### src/rtl/rhd_spi_pkg.sv
// rtl/rhd_spi_pkg.sv - shared constants and types for the RHD2000 SPI command and result paths
package rhd_spi_pkg;

  localparam int WORD_BITS         = 16;
  localparam int N_CMD             = 35;
  localparam int PIPE_DELAY        = 2;
  localparam int FIRST_AUX_SLOT    = 32;
  localparam int LAST_CONVERT_SLOT = 31;
  localparam int CH_W              = 6;

  localparam logic [7:0] REG3_WRITE_HDR = 8'h83;

  typedef enum logic [1:0] {
    ST_IDLE,
    ST_SHIFT,
    ST_DONE
  } rx_state_e;

endpackage

### src/rtl/miso_shift_word.sv
// rtl/miso_shift_word.sv - MSB-first MISO deserialiser with bit counter
module miso_shift_word #(
  parameter int WORD_BITS = 16,
  parameter int CNT_W     = $clog2(WORD_BITS + 1)
) (
  input  logic                 clk,
  input  logic                 reset,
  input  logic                 active,
  input  logic                 word_start,
  input  logic                 sample_en,
  input  logic                 miso,
  output logic [WORD_BITS-1:0] word,
  output logic [CNT_W-1:0]     bit_cnt,
  output logic                 word_done
);

  logic                 take;
  logic [CNT_W-1:0]     cnt_base;
  logic [CNT_W-1:0]     cnt_q, cnt_d;
  logic [WORD_BITS-1:0] shreg_q, shreg_d;

  // A sample coinciding with word_start is the first bit of the new word.
  always_comb begin
    take      = sample_en && (active || word_start);
    cnt_base  = word_start ? '0 : cnt_q;
    cnt_d     = cnt_base;
    shreg_d   = shreg_q;
    if (take) begin
      cnt_d   = cnt_base + CNT_W'(1);
      shreg_d = {shreg_q[WORD_BITS-2:0], miso};
    end
    word_done = take && (cnt_base == CNT_W'(WORD_BITS - 1));
  end

  always_ff @(posedge clk) begin
    if (reset) begin
      cnt_q   <= '0;
      shreg_q <= '0;
    end else begin
      cnt_q   <= cnt_d;
      shreg_q <= shreg_d;
    end
  end

  assign word    = shreg_q;
  assign bit_cnt = cnt_q;

endmodule

### src/rtl/miso_result_decoder.sv
// rtl/miso_result_decoder.sv - deserialises MISO words and tags them with the slot issued PIPE_DELAY words earlier
module miso_result_decoder #(
  parameter int WORD_BITS  = rhd_spi_pkg::WORD_BITS,
  parameter int N_CMD      = rhd_spi_pkg::N_CMD,
  parameter int PIPE_DELAY = rhd_spi_pkg::PIPE_DELAY
) (
  input  logic                 dataclk,
  input  logic                 reset,
  input  logic                 word_start,
  input  logic [5:0]           channel,
  input  logic                 miso_sample_en,
  input  logic                 MISO,
  output logic [WORD_BITS-1:0] result_word,
  output logic [5:0]           result_channel,
  output logic                 result_valid,
  output logic                 result_is_aux,
  output logic                 frame_end,
  output logic                 framing_error
);
  import rhd_spi_pkg::*;

  localparam int               HIST_N    = PIPE_DELAY + 1;
  localparam int               FILL_W    = $clog2(HIST_N + 1);
  localparam int               CNT_W     = $clog2(WORD_BITS + 1);
  localparam logic [FILL_W-1:0] FILL_FULL = FILL_W'(HIST_N);
  localparam logic [5:0]       LAST_SLOT = 6'(N_CMD - 1);
  localparam logic [5:0]       AUX_LO    = 6'(FIRST_AUX_SLOT);

  rx_state_e            state_q, state_d;
  logic [5:0]           hist_q [HIST_N];
  logic [FILL_W-1:0]    fill_q;
  logic [WORD_BITS-1:0] shift_word;
  logic [CNT_W-1:0]     bit_cnt;
  logic                 word_done;
  logic                 truncated;
  logic [5:0]           tag;
  logic                 tag_ok;

  logic [WORD_BITS-1:0] result_word_q;
  logic [5:0]           result_channel_q;
  logic                 result_valid_q, result_is_aux_q, frame_end_q, framing_error_q;

  miso_shift_word #(.WORD_BITS(WORD_BITS)) u_shift (
    .clk        (dataclk),
    .reset      (reset),
    .active     (state_q == ST_SHIFT),
    .word_start (word_start),
    .sample_en  (miso_sample_en),
    .miso       (MISO),
    .word       (shift_word),
    .bit_cnt    (bit_cnt),
    .word_done  (word_done)
  );

  assign truncated = word_start && (state_q == ST_SHIFT) && (bit_cnt != '0);
  assign tag       = hist_q[PIPE_DELAY];
  assign tag_ok    = (fill_q == FILL_FULL) && (tag <= LAST_SLOT);

  always_comb begin
    state_d = state_q;
    if (word_done) begin
      state_d = ST_DONE;
    end else if (word_start) begin
      state_d = ST_SHIFT;
    end else begin
      unique case (state_q)
        ST_IDLE:  state_d = ST_IDLE;
        ST_SHIFT: state_d = ST_SHIFT;
        ST_DONE:  state_d = ST_IDLE;
        default:  state_d = ST_IDLE;
      endcase
    end
  end

  always_ff @(posedge dataclk) begin
    if (reset) begin
      state_q          <= ST_IDLE;
      fill_q           <= '0;
      for (int i = 0; i < HIST_N; i++) hist_q[i] <= '0;
      result_word_q    <= '0;
      result_channel_q <= '0;
      result_valid_q   <= 1'b0;
      result_is_aux_q  <= 1'b0;
      frame_end_q      <= 1'b0;
      framing_error_q  <= 1'b0;
    end else begin
      state_q         <= state_d;
      framing_error_q <= framing_error_q | truncated;
      // History advances on every word_start, truncated words included.
      if (word_start) begin
        hist_q[0] <= channel;
        for (int i = 1; i < HIST_N; i++) hist_q[i] <= hist_q[i-1];
        if (fill_q != FILL_FULL) fill_q <= fill_q + FILL_W'(1);
      end
      result_valid_q  <= 1'b0;
      result_is_aux_q <= 1'b0;
      frame_end_q     <= 1'b0;
      if (state_q == ST_DONE) begin
        result_word_q    <= shift_word;
        result_channel_q <= tag;
        result_valid_q   <= tag_ok;
        result_is_aux_q  <= tag_ok && (tag >= AUX_LO);
        frame_end_q      <= tag_ok && (tag == LAST_SLOT);
      end
    end
  end

  assign result_word    = result_word_q;
  assign result_channel = result_channel_q;
  assign result_valid   = result_valid_q;
  assign result_is_aux  = result_is_aux_q;
  assign frame_end      = frame_end_q;
  assign framing_error  = framing_error_q;

endmodule

### config.mk
export PLATFORM = sky130hd
export DESIGN_NAME = miso_result_decoder
export DESIGN_NICKNAME = d
export VERILOG_FILES = /design/src/rtl/rhd_spi_pkg.sv /design/src/rtl/miso_shift_word.sv /design/src/rtl/miso_result_decoder.sv
export SDC_FILE = /design/constraint.sdc
export NUM_CORES = 1
export LEC_CHECK = 0
export CAP_MARGIN = 40
export CORE_UTILIZATION = 51
export CTS_BUF_LIST = sky130_fd_sc_hd__clkbuf_16
export DETAILED_ROUTE_END_ITERATION = 8
export PLACE_DENSITY = 0.76
export RECOVER_POWER = 25
export SLEW_MARGIN = 20
export SYNTH_ARGS = -nofsm -noshare
export SYNTH_HDL_FRONTEND = slang
export SYNTH_HIERARCHICAL = 1
export SYNTH_SLANG_ARGS = --single-unit
### constraint.sdc
create_clock -name dataclk -period 4.3 [get_ports dataclk]
set_input_delay 0.86 -clock dataclk [delete_from_list [all_inputs] [get_ports dataclk]]
set_output_delay 0.86 -clock dataclk [all_outputs]
set_load 0.01 [all_outputs]
Yosys cells after proc, flatten, opt, wreduce, memory -nomap -nowiden
Memory sizes are Yosys's and may differ from the RTL's.
Cells that the tools add are included.
Widths: inputs -> output; s select.
- flip-flop bits (word level): 51
- bits in writable memories: 18
- input bits: 11
- output and inout port bits: 26
- word-level logic and storage cells: 52
- memories kept: 1
- $add $sub $neg: 2
- magnitude comparators: 2
- equality and inequality tests: 6
- muxes and demuxes: 13
- bitwise logic cells: 5
- reductions and logical operators: 12
- memory list (name ; words ; bits a word ; read ports ; clocked after Yosys merged registers in ; wr ports ; RTL line ; RTL):
    hist_q ; 3 ; 6 ; 3 ; 0 ; 3 ; miso_result_decoder.sv:30 ; logic [5:0] hist_q [HIST_N];
- operator list (operator ; number):
    $mux 6 ; 3
    $mux 5 ; 2
    $logic_and 1x1->1 ; 7
    $mux 1 ; 7
    $eq 6x6->1 const B ; 1
    $ge 6x6->1 const B ; 1
    $le 6x6->1 const B ; 1
    $add 5x1->5 const B ; 1
    $eq 5x4->1 const B ; 1
    $reduce_bool 5->1 ; 1
    $eq 2x2->1 const B ; 2
    $or 1x1->1 ; 4
    $reduce_or 2->1 ; 2
    $add 2x1->2 const B ; 1
    $eq 2x1->1 const B ; 1
    $mux 2 ; 1
    $ne 2x2->1 const B ; 1
    $reduce_and 2->1 ; 1
    $logic_or 1x1->1 ; 1
    $not 1->1 ; 1

Depth between registers and ports, before layout
Gate-level depths: netlist of run 1.
- depth after elaboration: 5
- gate-level depth with buffers: 8
- mapped depth without buffers: 7

Cells and area by module
Netlist of run 1, hierarchy kept.
- modules (own cells, without submodules) (module ; instances ; cells an instance ; area each (um^2) ; seq. area each (um^2)):
    miso_result_decoder ; 1 ; 166 ; 1746.7 ; 1141.1
    miso_shift_word ; 1 ; 101 ; 834.6 ; 420.4

Worst setup path before layout of run 1
No wires, ideal clock.
- kind: input-to-reg
- start point: in word_start
- end point: reg u_shift.cnt_q[4] (netlist: u_shift/bit_cnt[4])
- library setup time: 0.065 ns
- arrival: 2.045 ns
- data required time: 4.235 ns
- slack: 2.190 ns
- stages: 8
- buffers on the path: 1
- cell sequence: buf_6 -> and2b_2 -> ha_1 -> nand2_1 -> nor2_1 -> ha_1 -> mux2_2 -> nor2_1
- cells in the longest elaborated chain, start to end: 3
- elaborated cells between the ends (all ways): 5
- those cells by class: add/sub (1); mux (2); reduce/logical (2)
- RTL lines (item ; RTL line ; RTL):
    start, declared ; miso_result_decoder.sv:9 ; input logic word_start,
    $mux 5 / $logic_or 1x1->1 (equally long branches) ; miso_shift_word.sv:25, miso_shift_word.sv:24 ;
    $add 5x1->5 / $logic_and 1x1->1 (equally long branches) ; miso_shift_word.sv:29, miso_shift_word.sv:24 ;
    $mux 5 (*) ; miso_shift_word.sv:28 ; if (take) begin
    end signal, assigned ; miso_shift_word.sv:40 ; cnt_q <= cnt_d;
    end, declared ; miso_shift_word.sv:19 ; logic [CNT_W-1:0] cnt_q, cnt_d;
Mark *: on every way between the ends. The rest lies on a longest branch, timed or not.
A chain may end at the register's enable or synchronous reset.

Worst setup path after layout of run 1
Ends and elaborated chain as after synthesis.

==> results of run 1 <==
-- flip-flops by register name, indices dropped and copies added, names as in the netlist --
name and cells:
fill_q 2, frame_end 1, framing_error 1, hist_q 18, result_channel 6, result_is_aux 1
result_valid 1, result_word 16, state_q 2, u_shift/bit_cnt 5, u_shift/word 16
-- logic make-up (layout without fill, tap and decap cells) --
| logic type | Yosys count | after routing |
|---|---|---|
| AND/OR/NAND/NOR | 125 | 125 |
| XOR/XNOR | 3 | 3 |
| buffers and inverters | 17 | 59 |
| adder cells (fa/ha/maj) | 3 | 3 |
| flip-flops | 69 | 69 |
| multiplexers | 2 | 2 |
| AO/OA/AOI/OAI | 48 | 48 |
-- cell usage after synthesis, types with 2 or more instances --
cell       n
a21oi_1   40
and2_1    19
buf_6      2
clkbuf_1  10
dfxtp_1   51
edfxtp_1  18
ha_1       3
inv_1      3
nand2_1   80
nand2b_1   3
nor2_1     8
nor2b_1    5
o211ai_1   2
xnor2_1    3
-- worst paths after layout --
path | start | to | slack, ns | cells past startpoint
hold / removal | framing_error$_SDFF_PP0_ | framing_error$_SDFF_PP0_ | 0.45 | 2
setup / recovery | word_start | u_shift/bit_cnt[4]$_SDFF_PP0_ | 1.69 | 8
setup reg to reg | state_q[0]$_SDFF_PP0_ | state_q[1]$_SDFF_PP0_ | 2.55 | 4
hold reg to reg | framing_error$_SDFF_PP0_ | framing_error$_SDFF_PP0_ | 0.45 | 2
-- through the flow --
stage | worst slack (ns) | instances | utilization [%]
2_1_floorplan | 2.19 | 267 | -
3_3_place_gp | 1.51 | 358 | 61.9
3_5_place_dp | 1.44 | 359 | 62.1
4_1_cts | 1.77 | 375 | 68.9
5_1_grt | 1.55 | 376 | 68.5
6_report | 1.69 | 376 | 68.5
-- critical path: stages --
cell,delay (ns)
dlygate4sd3_1,0.78
and2b_2,0.28
ha_1,0.22
nand2_1,0.07
nor2_1,0.04
ha_1,0.28
mux2_2,0.25
nor2_1,0.08
-- power groups by stage --
stage	Sequential [uW]	Combinational (uW)	Clock, uW
2_1_floorplan	703	39.2	0
3_3_place_gp	704	52.5	0
3_5_place_dp	705	53.7	0
4_1_cts	692	54.1	795
5_1_grt	693	59.7	817
6_report	691	52.7	781
-- per-layer routing --
layer,share of wire (%),track usage (%)
met4,2.6,12.4
met2,51,33.7
met3,3.7,4.14
met1,42,22.5
met5,0,0
-- layout make-up --
cell class                 instances  area (um2)  area share, %
sequential                        69        1560           47.6
multi-input combinational        181         917           28.0
timing repair buffer              40         382           11.6
clock buffer                       9         225           6.87
clock inverter                     7        97.6           2.98
tap                               67        83.8           2.56
inverter                           3        11.3          0.344
==> impl_metrics.yaml, run 1 <==
synthesis:
  synth_cell_types: 34
  yosysTopAreaCellShare_pct: 39.6
  ys_seq_elements: 69
  ys.flop_type: "dfxtp_1"
  synth_warnings: 6
  synthArstFlopShare_pct: 0
  syn_avg_cell_area_um2: 9.67
  yosys.area_share.adder_pct: 1.45
  synth_xor_area_share_pct: 1.02
  syn_inst: 267
  yosys.area_share.simple_pct: 22.2
  synth_top_family_by_area: "simple AND/OR/NAND/NOR gates"
  muxShareOfSynthArea_pct: 0.824
  synth.top_cells.by_area: "dfxtp_1, edfxtp_1, nand2_1"
  ys_seq_area_share_pct: 60.5
  synth_nets: 281
  synth_edf_count: 18
  synth_compound_area_share_pct: 10.8
  syn_area_um2: 2580
  yosys.area.top_type: "dfxtp_1"
clock_tree:
  cts_htree_levels: 3
  root_buffer: "clkbuf_16"
  cts_max_path_buffers: 2
  post_cts_buffers: 0
  cts-resized-gates: 0
  cts_sinks: 69
  path_clk_slew_ns: 0.06
  cts_hold_buf: 0
  insertion_delay_ns: 0.32
  cts_buffers: 9
  cts_tree: "done"
sta:
  period_share_pct: 60.6
  tightest_slew_ns: 0.750
  rsz0062_at_grt: "false"
  tns_ns: 0
  slew_headroom_pct: 50.0
  timing.fmax_mhz: 384
  finClkSkew_ns: 0.00489
  period_minus_slack_ns: 2.61
  setup_viol: 0
  whs_ns: 0.451
  hold_violations: 0
  slew_viol_final: 0
finish:
  area_growth_pct: 27.0
  drive_gt1_share_pct: 7.77
  layout_common_cells: "nand2_1, dfxtp_1, a21oi_1"
  nNetsFinal: 318
  final_cell_area_um2: 3280
  final_common_cell: "nand2_1"
  num_antenna_cells: 0
  fill_cells: 385
power:
  p_clk_share_pct: 51.2
  vdd_ir_drop_max_uv: 281
  p_sw_uw: 310
  power_frac_seq_pct: 45.3
  intPower_uw: 1220
  power_density_nw_per_um2: 465
  p_comb_share_pct: 3.5
  power_uw: 1520
  p_leak_uw: 0.00115
  p_sw_share_pct: 20.3
setup_path:
  critPathRequiredTime_ns: 4.56
  worstSetupStartpointType: "input port"
  worstSetupPathType: "in2reg"
  arrival_ns: 2.87
  critPathCaptureType: "flip-flop"
  cp_max_fo: 13
placement:
  gp_congestion: 0.813
  post_dp_cell_area_um2: 2970
  port_buffers: 36
  hpwl_mm: 2.81
grt:
  grt_antenna_before_repair: 0
  grt_pass1_wl_mm: 7.74
  grt_pass1_vias: 1760
  grt_overflow: 0
  grt_max_degree: 53
  grtUsageTotal_pct: 19.8
run:
  cap_violations: 0
route:
  via_per_inst: 4.94
  antenna_left: 0
  num_vias: 1857
  wire_per_inst_um: 12.1
  finalWirelength_mm: 4.54
  firstDrtPassIters: 4
  drc: 0
  drtIter0Drc: 108
worst_hold_path:
  hold_class: "reg2reg"
status:
  outcome: "completed"
floorplanning:
  dieArea_um2: 5350
  chipWidth_um: 73.1
  num_io_pins: 37
  start_util_pct: 53.9
  die_y_um: 73.1
  rows: 25
  core_area_um2: 4790
Note: power is estimated with default switching activity, not from simulation.
==> run 2, diff against run 1 <==
clock period = 2.4 ns   (was 4.3 ns; I/O delays follow)
==> run 2 against run 1 <==
Sequential cell count unchanged; largest power group is now sequential cells; worst setup slack got worse by 1.3 ns; largest cell class unchanged; final cell count increased by 1.3%; first-iteration DRC count increased by 5.6%.
==> impl_metrics.yaml, run 2 (synthesized netlist as in run 1, its figures left out) <==
clock_tree:
  cts_hold_buf: 0
  cts_htree_levels: 3
  post_cts_buffers: 0
  cts_sinks: 69
  root_buffer: "clkbuf_16"
  cts_tree: "done"
  insertion_delay_ns: 0.32
  cts_max_path_buffers: 2
  cts-resized-gates: 0
  path_clk_slew_ns: 0.05
  cts_buffers: 9
sta:
  rsz0062_at_grt: "false"
  period_minus_slack_ns: 2.05
  hold_violations: 0
  period_share_pct: 85.3
  setup_ws_ns: 0.353
  tightest_slew_ns: 0.962
  slew_viol_final: 0
  setup_viol: 0
  timing.fmax_mhz: 489
  slew_headroom_pct: 35.9
  whs_ns: 0.452
  finClkSkew_ns: 0.00309
  tns_ns: 0
route:
  antenna_left: 0
  finalWirelength_mm: 4.58
  via_per_inst: 4.96
  drc: 0
  wire_per_inst_um: 12.0
  num_vias: 1891
  drtIter0Drc: 114
  firstDrtPassIters: 4
grt:
  grt_pass1_vias: 1737
  grtUsageTotal_pct: 19.6
  grt_busiest_layer: "met2"
  grt_antenna_before_repair: 0
  grt_overflow: 0
  grt_pass1_wl_mm: 7.64
  grt_util_met1_pct: 24.1
  met2_usage_pct: 31.1
  grt_max_degree: 28
  met3_usage_pct: 4.28
setup_path:
  critPathRequiredTime_ns: 2.66
  cp_max_fo: 6
  worstSetupStartpointType: "input port"
  critPathCaptureType: "flip-flop"
  arrival_ns: 2.31
  worstSetupPathType: "in2reg"
placement:
  gp_congestion: 0.876
  port_buffers: 36
  hpwl_mm: 3.00
  place_inst: 366
  dp_slack_ns: 0.102
finish:
  drive_gt1_share_pct: 7.96
  final_common_cell: "nand2_1"
  final_cell_count_no_fill: 381
  fill_cells: 385
  area_growth_pct: 26.4
  layout_common_cells: "nand2_1, dfxtp_1, a21oi_1"
  num_antenna_cells: 0
  largest_reg_flops: 18
  regMostFlops: "hist_q"
  nNetsFinal: 324
status:
  outcome: "completed"
floorplanning:
  start_util_pct: 53.9
  rows: 25
  die_y_um: 73.1
  core_area_um2: 4790
  dieArea_um2: 5350
  num_io_pins: 37
  chipWidth_um: 73.1
power:
  p_leak_uw: 0.00115
  vdd_ir_drop_max_uv: 489
  power_density_nw_per_um2: 751
run:
  cap_violations: 0
worst_hold_path:
  hold_class: "reg2reg"
[run 2: cell count changes in the layout (fill, tap and decap cells not counted), sizes merged, moves of 2 or more]
| cell | delta |
|---|---|
| inv | +2 |
| buf | +5 |
| bufinv | -2 |
| clkinvlp | -2 |
[run 2: through the flow]
step           power (uW)  instance area [um2]  util [%]
2_1_floorplan        1330                 2580         -
3_3_place_gp         1360                 3020      63.0
3_5_place_dp         1370                 3030      63.3
4_1_cts              2470                 3280      68.5
5_1_grt              2520                 3260      68.2
6_report             2450                 3260      68.2
[run 2: power by group]
part / internal [uW] / switching, uW / total (uW)
combinational: 44.9 / 59.4 / 104
clock: 673 / 431 / 1100
sequential: 1230 / 13.3 / 1240
[run 2: cell type report]
type	instances	area [um2]	share of cell area [%]
Timing Repair Buffer	46	419	12.9
Clock buffer	9	225	6.90
Inverter	3	11.3	0.345
Sequential cell	69	1560	47.9
Clock inverter	6	25.0	0.767
Tap cell	67	83.8	2.57
Multi-Input combinational cell	181	936	28.7
[run 2: worst paths after layout]
check | startpoint | to | slack [ns] | cells after the start
worst max register to register | state_q[0]$_SDFF_PP0_ | result_channel[5]$_SDFFE_PP0N_ | 0.79 | 4
worst max-delay path | word_start | u_shift/bit_cnt[4]$_SDFF_PP0_ | 0.35 | 8
worst min register to register | result_word[13]$_SDFFE_PP0N_ | result_word[13]$_SDFFE_PP0N_ | 0.45 | 2
worst min-delay path | result_word[13]$_SDFFE_PP0N_ | result_word[13]$_SDFFE_PP0N_ | 0.45 | 2
[run 2: worst max-delay path, stage by stage]
cell and delay [ns]:
dlygate4sd3_1 0.62, and2b_2 0.25, ha_1 0.21, nand2_1 0.07, nor2_1 0.04, ha_1 0.29
mux2_2 0.27, nor2_1 0.08
[run 2: metal layers]
layer | share of wire [%] | routed length [um]
met3 | 3.3 | 151
met1 | 46 | 2110
met4 | 1.8 | 83
met5 | 0 | 0
met2 | 49 | 2240
==> run 3, diff against run 2 <==
CORE_MARGIN = 3   (was default)
==> run 3 against run 2 <==
Register-to-register slack worse by 0.12 ns; power increased by 7.9%; clock-buffer cell count is 1 higher; wire length fell by 3.7%; fmax is 1.3% higher; worst hold slack about the same; utilization is 0.23 points higher; non-clock buffer count down 2; worst setup slack better by 0.026 ns; sequential power about the same; via count down 1.7%; sequential share of layout area fell by 0.47 points; critical path type unchanged.
==> impl_metrics.yaml, run 3 (synthesized netlist as in run 1, its figures left out) <==
status:
  outcome: "completed"
route:
  antenna_left: 0
  wire_per_inst_um: 11.6
  via_per_inst: 4.89
  drc: 0
  firstDrtPassIters: 4
  finalWirelength_mm: 4.41
  drtIter0Drc: 130
  num_vias: 1858
grt:
  grt_max_degree: 35
  grt_overflow: 0
  grt_pass1_wl_mm: 7.76
  grtUsageTotal_pct: 16.5
  grt_pass1_vias: 1724
  grt_antenna_before_repair: 0
placement:
  hpwl_mm: 2.93
  port_buffers: 36
  gp_congestion: 0.803
setup_path:
  worstSetupStartpointType: "input port"
  worstSetupPathType: "in2reg"
  cp_max_fo: 6
  critPathCaptureType: "flip-flop"
  arrival_ns: 2.28
  critPathRequiredTime_ns: 2.66
floorplanning:
  die_y_um: 77.1
  core_area_um2: 4820
  start_util_pct: 53.6
  rows: 25
  chipWidth_um: 77.1
  num_io_pins: 37
  dieArea_um2: 5950
sta:
  timing.fmax_mhz: 495
  finClkSkew_ns: 0.00466
  whs_ns: 0.452
  period_minus_slack_ns: 2.02
  hold_violations: 0
  tightest_slew_ns: 0.934
  rsz0062_at_grt: "false"
  tns_ns: 0
  slew_viol_final: 0
  slew_headroom_pct: 37.7
  setup_viol: 0
  period_share_pct: 84.2
clock_tree:
  cts_htree_levels: 3
  root_buffer: "clkbuf_16"
  post_cts_buffers: 0
  cts_sinks: 69
  path_clk_slew_ns: 0.05
  cts-resized-gates: 0
  cts_buffers: 9
  cts_max_path_buffers: 2
  cts_tree: "done"
  cts_hold_buf: 0
  insertion_delay_ns: 0.32
finish:
  final_common_cell: "nand2_1"
  nNetsFinal: 322
  drive_gt1_share_pct: 7.67
  regMostFlops: "hist_q"
  largest_reg_flops: 18
  layout_common_cells: "nand2_1, dfxtp_1, a21oi_1"
  num_antenna_cells: 0
  area_growth_pct: 27.6
run:
  cap_violations: 0
worst_hold_path:
  hold_class: "reg2reg"
power:
  p_leak_uw: 0.00117
  power_density_nw_per_um2: 802
  vdd_ir_drop_max_uv: 567
-- run 3: cell count changes in the layout (fill, tap and decap cells not counted), sizes merged --
cell,delta
buf,-2
bufinv,+1
clkbuf,+1
inv,-1
-- run 3: worst paths after layout --
check	start	to	slack, ns	depth (start not counted)
setup / recovery	word_start	u_shift/bit_cnt[4]$_SDFF_PP0_	0.38	8
hold / removal	result_channel[0]$_SDFFE_PP0N_	result_channel[0]$_SDFFE_PP0N_	0.45	2
setup reg to reg	state_q[1]$_SDFF_PP0_	frame_end$_SDFF_PP0_	0.67	4
hold reg to reg	result_channel[0]$_SDFFE_PP0N_	result_channel[0]$_SDFFE_PP0N_	0.45	2
-- run 3: where the power goes --
group          leakage, uW  switching [uW]  total [uW]  internal, uW
sequential        0.000609            12.7        1240          1230
combinational     0.000399            58.4         102          43.5
clock             0.000160             448        1300           853
total              0.00117             519        2640          2120
-- run 3: worst max-delay path, cell delays in order --
cell,delay [ns]
dlygate4sd3_1,0.62
and2b_2,0.25
ha_1,0.21
nand2_1,0.07
nor2_1,0.04
ha_1,0.28
mux2_2,0.26
nor2_1,0.08
-- run 3: layout make-up --
| class | count | area (um2) |
|---|---|---|
| Tap cell | 67 | 83.8 |
| Clock buffer | 10 | 250 |
| Multi-Input combinational cell | 181 | 931 |
| Timing Repair Buffer | 44 | 404 |
| Fill cell | 411 | 1520 |
| Sequential cell | 69 | 1560 |
| Inverter | 3 | 11.3 |
| Clock inverter | 6 | 52.6 |
-- run 3: metrics by stage --
step	area (um2)	util, %	power, uW	std cells	worst slack (ns)
floorplan	2580	-	1330	267	0.670
global placement	3000	62.3	1360	363	0.178
detailed placement	3020	62.6	1370	364	0.0863
CTS	3320	68.9	2670	380	0.439
global route	3290	68.4	2740	380	0.269
finish	3290	68.4	2640	380	0.380
-- run 3: layer usage --
metal  vias to the layer above  track usage (%)  routed length [um]
met5                         -                0                   0
met2                        47             26.0                2070
met1                       842             20.4                2030
met3                         9             3.87                 245
li1                        960                -                   -
met4                         0             9.79                  63
